## src/rtl/d8m_pkg.sv

```systemverilog
// d8m_pkg
// Shared definitions for the D8M read-side path: counter width, default
// frame geometry (also used by the line buffer and demosaic stage), and the
// read scheduler state encoding.
package d8m_pkg;

  localparam int CNT_W            = 13;
  localparam int H_PIXELS_DEF     = 640;
  localparam int V_LINES_DEF      = 480;
  localparam int VAL_LINE_MIN_DEF = 2;
  localparam int VAL_LINE_MAX_DEF = 620;
  localparam int CREDIT_MAX_DEF   = 2;

  typedef enum logic [2:0] {
    IDLE,
    WAIT_LINE,
    READ,
    LINE_END,
    DONE
  } rd_state_e;

endpackage

```

## src/rtl/d8m_tgl_sync.sv

```systemverilog
// d8m_tgl_sync
// Brings a toggle-encoded event from the CCD pixel clock domain into the
// local clock domain and turns each toggle into a one-cycle pulse.
// Ports:
//   i_clk    local clock
//   i_rst_n  asynchronous active-low reset
//   i_tgl    toggle input, asynchronous to i_clk
//   o_pulse  one-cycle pulse per toggle, 3 clocks after the input change
module d8m_tgl_sync (
  input  logic i_clk,
  input  logic i_rst_n,
  input  logic i_tgl,
  output logic o_pulse
);

  logic r_s1;
  logic r_s2;
  logic r_edge;

  always_ff @(posedge i_clk or negedge i_rst_n) begin
    if (!i_rst_n) begin
      r_s1   <= 1'b0;
      r_s2   <= 1'b0;
      r_edge <= 1'b0;
    end else begin
      r_s1   <= i_tgl;
      r_s2   <= r_s1;
      r_edge <= r_s2;
    end
  end

  // Either toggle direction is one event.
  assign o_pulse = r_s2 ^ r_edge;

endmodule

```

## src/rtl/d8m_line_read_sched.sv

```systemverilog
// d8m_line_read_sched
// Read-side scheduler for the D8M line buffer in the VGA_CLK domain. Turns
// VGA timing into the line-buffer read strobe plus pixel and line counters,
// and (optionally) tracks written-vs-read line credit.
// Build option: D8M_RD_CREDIT_EN enables the line-done synchronizer, the
// credit counter and the oERR flags; without it oERR is 0 and iLINE_TGL is
// ignored.
// Ports:
//   VGA_CLK, RST_N   pixel clock, async active-low reset
//   VGA_VS           vertical sync (active low), falling edge = frame start
//   iH_ACTIVE        horizontal active from the timing generator
//   iLINE_TGL        camera line-complete toggle (CCD domain)
//   READ_EN          registered line-buffer read strobe
//   READ_Cont        pixel index in the current line
//   V_Cont           line index in the frame
//   oRD_WIN          READ_EN inside the (MIN, MAX) pixel window
//   oFRAME_START     one-cycle frame start pulse
//   oERR             sticky [0] underrun, [1] overflow
//
// state     | meaning
// IDLE      | after reset, waiting for first frame start
// WAIT_LINE | waiting for iH_ACTIVE rise
// READ      | strobing the line buffer, counting pixels
// LINE_END  | one cycle, advance V_Cont
// DONE      | frame complete, waiting for next frame start
module d8m_line_read_sched
  import d8m_pkg::*;
#(
  parameter int H_PIXELS     = H_PIXELS_DEF,
  parameter int V_LINES      = V_LINES_DEF,
  parameter int VAL_LINE_MIN = VAL_LINE_MIN_DEF,
  parameter int VAL_LINE_MAX = VAL_LINE_MAX_DEF,
  parameter int CREDIT_MAX   = CREDIT_MAX_DEF
) (
  input  logic             VGA_CLK,
  input  logic             RST_N,
  input  logic             VGA_VS,
  input  logic             iH_ACTIVE,
  input  logic             iLINE_TGL,
  output logic             READ_EN,
  output logic [CNT_W-1:0] READ_Cont,
  output logic [CNT_W-1:0] V_Cont,
  output logic             oRD_WIN,
  output logic             oFRAME_START,
  output logic [1:0]       oERR
);

  rd_state_e        r_state;
  logic             r_vs_d;
  logic             r_hact_d;
  logic             r_rise_pend;
  logic             w_vs_fall;
  logic             w_h_rise;
  logic             w_go_read;
  logic             w_last_pix;
  logic [CNT_W-1:0] w_v_next;

  assign w_vs_fall  = r_vs_d & ~VGA_VS;
  assign w_h_rise   = iH_ACTIVE & ~r_hact_d;
  // A rise seen during LINE_END is held one cycle so WAIT_LINE still acts on it.
  assign w_go_read  = (r_state == WAIT_LINE) && (w_h_rise || r_rise_pend);
  assign w_last_pix = (READ_Cont == CNT_W'(H_PIXELS - 1));
  assign w_v_next   = V_Cont + 1'b1;

  assign oRD_WIN = READ_EN && (READ_Cont > CNT_W'(VAL_LINE_MIN))
                           && (READ_Cont < CNT_W'(VAL_LINE_MAX));

  always_ff @(posedge VGA_CLK or negedge RST_N) begin
    if (!RST_N) begin
      r_state      <= IDLE;
      r_vs_d       <= 1'b1;
      r_hact_d     <= 1'b0;
      r_rise_pend  <= 1'b0;
      READ_EN      <= 1'b0;
      READ_Cont    <= '0;
      V_Cont       <= '0;
      oFRAME_START <= 1'b0;
    end else begin
      r_vs_d       <= VGA_VS;
      r_hact_d     <= iH_ACTIVE;
      oFRAME_START <= w_vs_fall;
      r_rise_pend  <= !w_vs_fall && (r_state == LINE_END) && w_h_rise;
      if (w_vs_fall) begin
        r_state   <= WAIT_LINE;
        READ_EN   <= 1'b0;
        READ_Cont <= '0;
        V_Cont    <= '0;
      end else begin
        case (r_state)
          WAIT_LINE: begin
            if (w_go_read) begin
              r_state   <= READ;
              READ_EN   <= 1'b1;
              READ_Cont <= '0;
            end
          end
          READ: begin
            READ_Cont <= READ_Cont + 1'b1;
            if (!iH_ACTIVE || w_last_pix) begin
              READ_EN <= 1'b0;
              r_state <= LINE_END;
            end
          end
          LINE_END: begin
            V_Cont    <= w_v_next;
            READ_Cont <= '0;
            r_state   <= (w_v_next == CNT_W'(V_LINES)) ? DONE : WAIT_LINE;
          end
          default: ;
        endcase
      end
    end
  end

`ifdef D8M_RD_CREDIT_EN
  localparam int CREDIT_W = $clog2(CREDIT_MAX + 1);

  logic [CREDIT_W-1:0] r_credit;
  logic                w_line_done;
  logic                w_consume;

  d8m_tgl_sync u_line_sync (
    .i_clk   (VGA_CLK),
    .i_rst_n (RST_N),
    .i_tgl   (iLINE_TGL),
    .o_pulse (w_line_done)
  );

  // An underrun read does not consume: there is nothing to take.
  assign w_consume = w_go_read && (r_credit != '0);

  always_ff @(posedge VGA_CLK or negedge RST_N) begin
    if (!RST_N) begin
      r_credit <= '0;
      oERR     <= 2'b00;
    end else if (w_vs_fall) begin
      r_credit <= '0;
      oERR     <= 2'b00;
    end else begin
      if (w_go_read && (r_credit == '0)) begin
        oERR[0] <= 1'b1;
      end
      if (w_line_done && !w_consume) begin
        if (r_credit == CREDIT_W'(CREDIT_MAX)) begin
          oERR[1] <= 1'b1;
        end else begin
          r_credit <= r_credit + 1'b1;
        end
      end else if (w_consume && !w_line_done) begin
        r_credit <= r_credit - 1'b1;
      end
    end
  end
`else
  localparam int UNUSED_CREDIT_MAX = CREDIT_MAX;
  logic w_unused_tgl;
  assign w_unused_tgl = iLINE_TGL;
  assign oERR         = 2'b00;
`endif

endmodule

```

## config.mk

```make
export PLATFORM = sky130hd
export DESIGN_NAME = d8m_line_read_sched
export DESIGN_NICKNAME = d
export VERILOG_FILES = /design/src/rtl/d8m_pkg.sv /design/src/rtl/d8m_tgl_sync.sv /design/src/rtl/d8m_line_read_sched.sv
export SDC_FILE = /design/constraint.sdc
export NUM_CORES = 1
export LEC_CHECK = 0
export ABC_CLOCK_PERIOD_IN_PS = 2140
export CAP_MARGIN = 20
export CORE_ASPECT_RATIO = 0.8
export CORE_MARGIN = 1
export CORE_UTILIZATION = 53
export CTS_CLUSTER_SIZE = 25
export DETAILED_ROUTE_END_ITERATION = 10
export PLACE_DENSITY = 0.92
export SLEW_MARGIN = 10
export SYNTH_ARGS = -nofsm -noshare
export SYNTH_HDL_FRONTEND = slang
export SYNTH_HIERARCHICAL = 1
export SYNTH_SLANG_ARGS = --single-unit
```

## constraint.sdc

```tcl
create_clock -name VGA_CLK -period 2.14 [get_ports VGA_CLK]
set_clock_uncertainty 0.05 [all_clocks]
set_input_delay 0.535 -clock VGA_CLK [delete_from_list [all_inputs] [get_ports VGA_CLK]]
set_output_delay 0.535 -clock VGA_CLK [all_outputs]
set_load 0.005 [all_outputs]
```

==> impl_metrics.tcl <==
set metrics [dict create \
    outcome "finished with violations" \
    violations "setup timing" \
    synth-seq-cells 34 \
    grt_usage_pct 26.7 \
    syn_inst 227 \
    grt_pass1_vias 1862 \
    syn_area_mm2 0.00206 \
    slowest_delay_ns 0.54 \
    critPathArrivalTime_ns 1.67 \
    drive_above_1_share_pct 19.2 \
    worstPathMaxFanout 2 \
    first_pass_iters 5 \
    final_cells 328 \
    vias 2052 \
    crit_slowest_cell "or4_4" \
    stdcell_area_mm2 0.00276 \
    maxCapViolCount 0 \
    std_cell_rows 19 \
    cts_hold_buf 0 \
    synth_area_leaders "dfrtp_1 (40%), nor2_1 (5.5%), xor2_1 (3.8%), mux2i_1 (3.4%), nand2_1 (3.3%)" \
    p_int_mw 1.40 \
    drc 0 \
    post-route-period-util_pct 105 \
    dp_hpwl_mm 3.65 \
    combPwrFrac_pct 40.3 \
    synth_top_cell_area_share_pct 40.0 \
    synth.largest_area_cell "dfrtp_1" \
    antenna_found_initial 0 \
    area_delta_synth_final_pct 33.5 \
    slew_violations 0 \
    dieArea_mm2 0.00415 \
    avgViaCountPerCell 6.26 \
    antennaDiodeCount 0 \
    globalplace.congestion 0.885 \
    port_buffers 32 \
    swShare_pct 35.5 \
    syn_area_per_cell_um2 9.09 \
    worst_pin_slew_ns 0.537 \
    start_util_pct 57.9 \
    crit_type "flip-flop to output pin" \
    clkPwrFrac_pct 23.2 \
    cp.required_ns 1.55 \
    clk_pin_slew_ns 0.07 \
    hold_viol 0 \
    wl_per_cell_um 17.3 \
    synthDistinctLibCells 53 \
    synth_edf_count 0 \
    setup_viol 1 \
    cts_made_buffers 5 \
    ios 36 \
    synth.most_common_cell "dfrtp_1" \
    placed_cell_area_mm2 0.00260 \
    synthArstFlopShare_pct 100 \
    synth_commonest_cells "dfrtp_1 (33), nor2_1 (30), nand2_1 (18)" \
    overflow 0 \
    cts_sinks 34 \
    cp_cell_sequence "or4_4 -> a2111oi_4 -> a221oi_2 -> buf_2" \
    clk_latency_ns 0.28 \
    slew-limit-headroom_pct 63.9 \
    max-clock-path-buffers 2 \
    antenna_left 0 \
    power_density_mw_per_mm2 786 \
    core_area_mm2 0.00357 \
    cts_tree "yes" \
    die_h_um 57.8 \
    irDropWorstVdd_mv 0.679 \
    grt_pass1_wl_mm 8.57 \
    setup_tns_ns -0.117 \
    cts-root-buf "clkbuf_8" \
    die_w_um 71.8 \
    synthFlopType "dfrtp_1" \
    power_mw 2.16 \
    min_path_type "flip-flop to flip-flop" \
    min_period_ns 2.26 \
    p_sw_mw 0.768 \
    seq_area_frac_synth_pct 41.3 \
    postRouteWirelength_mm 5.68 \
    drt_iter0_drc 199 \
    grt_max_degree 35 \
    max_freq_mhz 443 \
    cp-end-kind "output pin" \
    cts_max_level 2 \
    timing.hold.ws_ns 0.531 \
    power_frac_seq_pct 36.4 \
    fill_cells 223 \
    leakagePower_nw 1.19 \
    yosysWarnings 6 \
    postLayoutSetupSlackWorst_ns -0.117 \
    nets 294 \
    start_kind "flip-flop" \
    dp_cells 319 \
    rsz0062_at_grt "true" \
]
## cell usage in the layout, fill, tap and decap left out, types with 5 or more instances in the layout
master and count:
o2bb2ai_1 5, nand4_1 7, nor2_1 30, buf_4 31
a22o_1 5, dfrtp_1 33, nand2_1 18, clkbuf_8 6
xnor2_1 6, nor3_1 8, clkdlybuf4s50_1 31, o21ai_0 5
nand3_1 8, inv_1 6, a21oi_1 11, xor2_1 9
mux2i_1 7
## state kept, by name, indices dropped and copies added, names as in the netlist
register      flops
READ_Cont        13
V_Cont           13
r_state           3
READ_EN           1
oFRAME_START      1
r_hact_d          1
r_rise_pend       1
r_vs_d            1
## what timing repair did
action                                  CTS  global route
gates resized for setup                  11             6
pin swaps                                 3             0
setup buffers                             1             0
endpoints found under the setup margin    3             7
## critical path, delay by kind of cell (launching register included)
| kind | cells | cell delay, ns |
|---|---|---|
| AND/OR/NAND/NOR | 1 | 0.54 |
| buffers and inverters | 1 | 0.14 |
| flip-flops | 1 | 0.38 |
| AO/OA/AOI/OAI | 2 | 0.33 |
## power by group through the flow
stage	clock network, mW	logic (mW)	registers [mW]
after floorplan	0	0.432	0.808
after global placement	0	0.768	0.783
after detailed placement	0	0.804	0.791
after CTS	0.494	0.847	0.781
after global routing	0.539	0.938	0.797
final	0.503	0.873	0.789
## through the flow
stage	worst slack, ns	utilization (%)
finish	-0.117	77.3
CTS	-0.113	76.5
global placement	-0.360	72.9
global route	-0.160	77.3
floorplan	0.105	-
detailed placement	-0.389	72.9
## final timing paths
| kind | from | end | slack (ns) | cells after the start |
|---|---|---|---|---|
| setup / recovery | READ_Cont[4] | oRD_WIN | -0.12 | 4 |
| hold / removal | READ_Cont[12] | READ_Cont[12] | 0.53 | 2 |
| setup reg to reg | READ_Cont[1] | r_state[0] | 0.12 | 8 |
| hold reg to reg | READ_Cont[12] | READ_Cont[12] | 0.53 | 2 |
| max in group asynchronous | RST_N | r_vs_d | 1.11 | 2 |
| min in group asynchronous | RST_N | V_Cont[4] | 0.60 | 2 |
## cell type report
class | count | area [µm²] | area share [%]
Timing Repair Buffer | 63 | 548 | 19.9
Multi-Input combinational cell | 174 | 1190 | 43.1
Sequential cell | 34 | 852 | 30.9
Tap cell | 42 | 52.6 | 1.91
Inverter | 7 | 26.3 | 0.954
Clock buffer | 8 | 90.1 | 3.27
## cell families after synthesis
kind of cell,Yosys count,share of synthesized area (%)
mux,7,3.39
compound gates,46,15.5
xor+xnor,15,6.36
simple gates,100,26.4
buf+inv,20,4.48
flops,34,41.3
other cells,1,0.182
fa+ha+maj,4,2.42
## per-layer routing
layer / vias to the layer above / share of wire [%] / track usage, %
li1: 943 / - / -
met1: 986 / 43 / 36.8
met2: 115 / 48 / 42.2
met3: 8 / 7.8 / 7.13
met4: 0 / 0.92 / 7.56
met5: - / 0 / 0
Note: power is estimated with default switching activity, not from simulation.
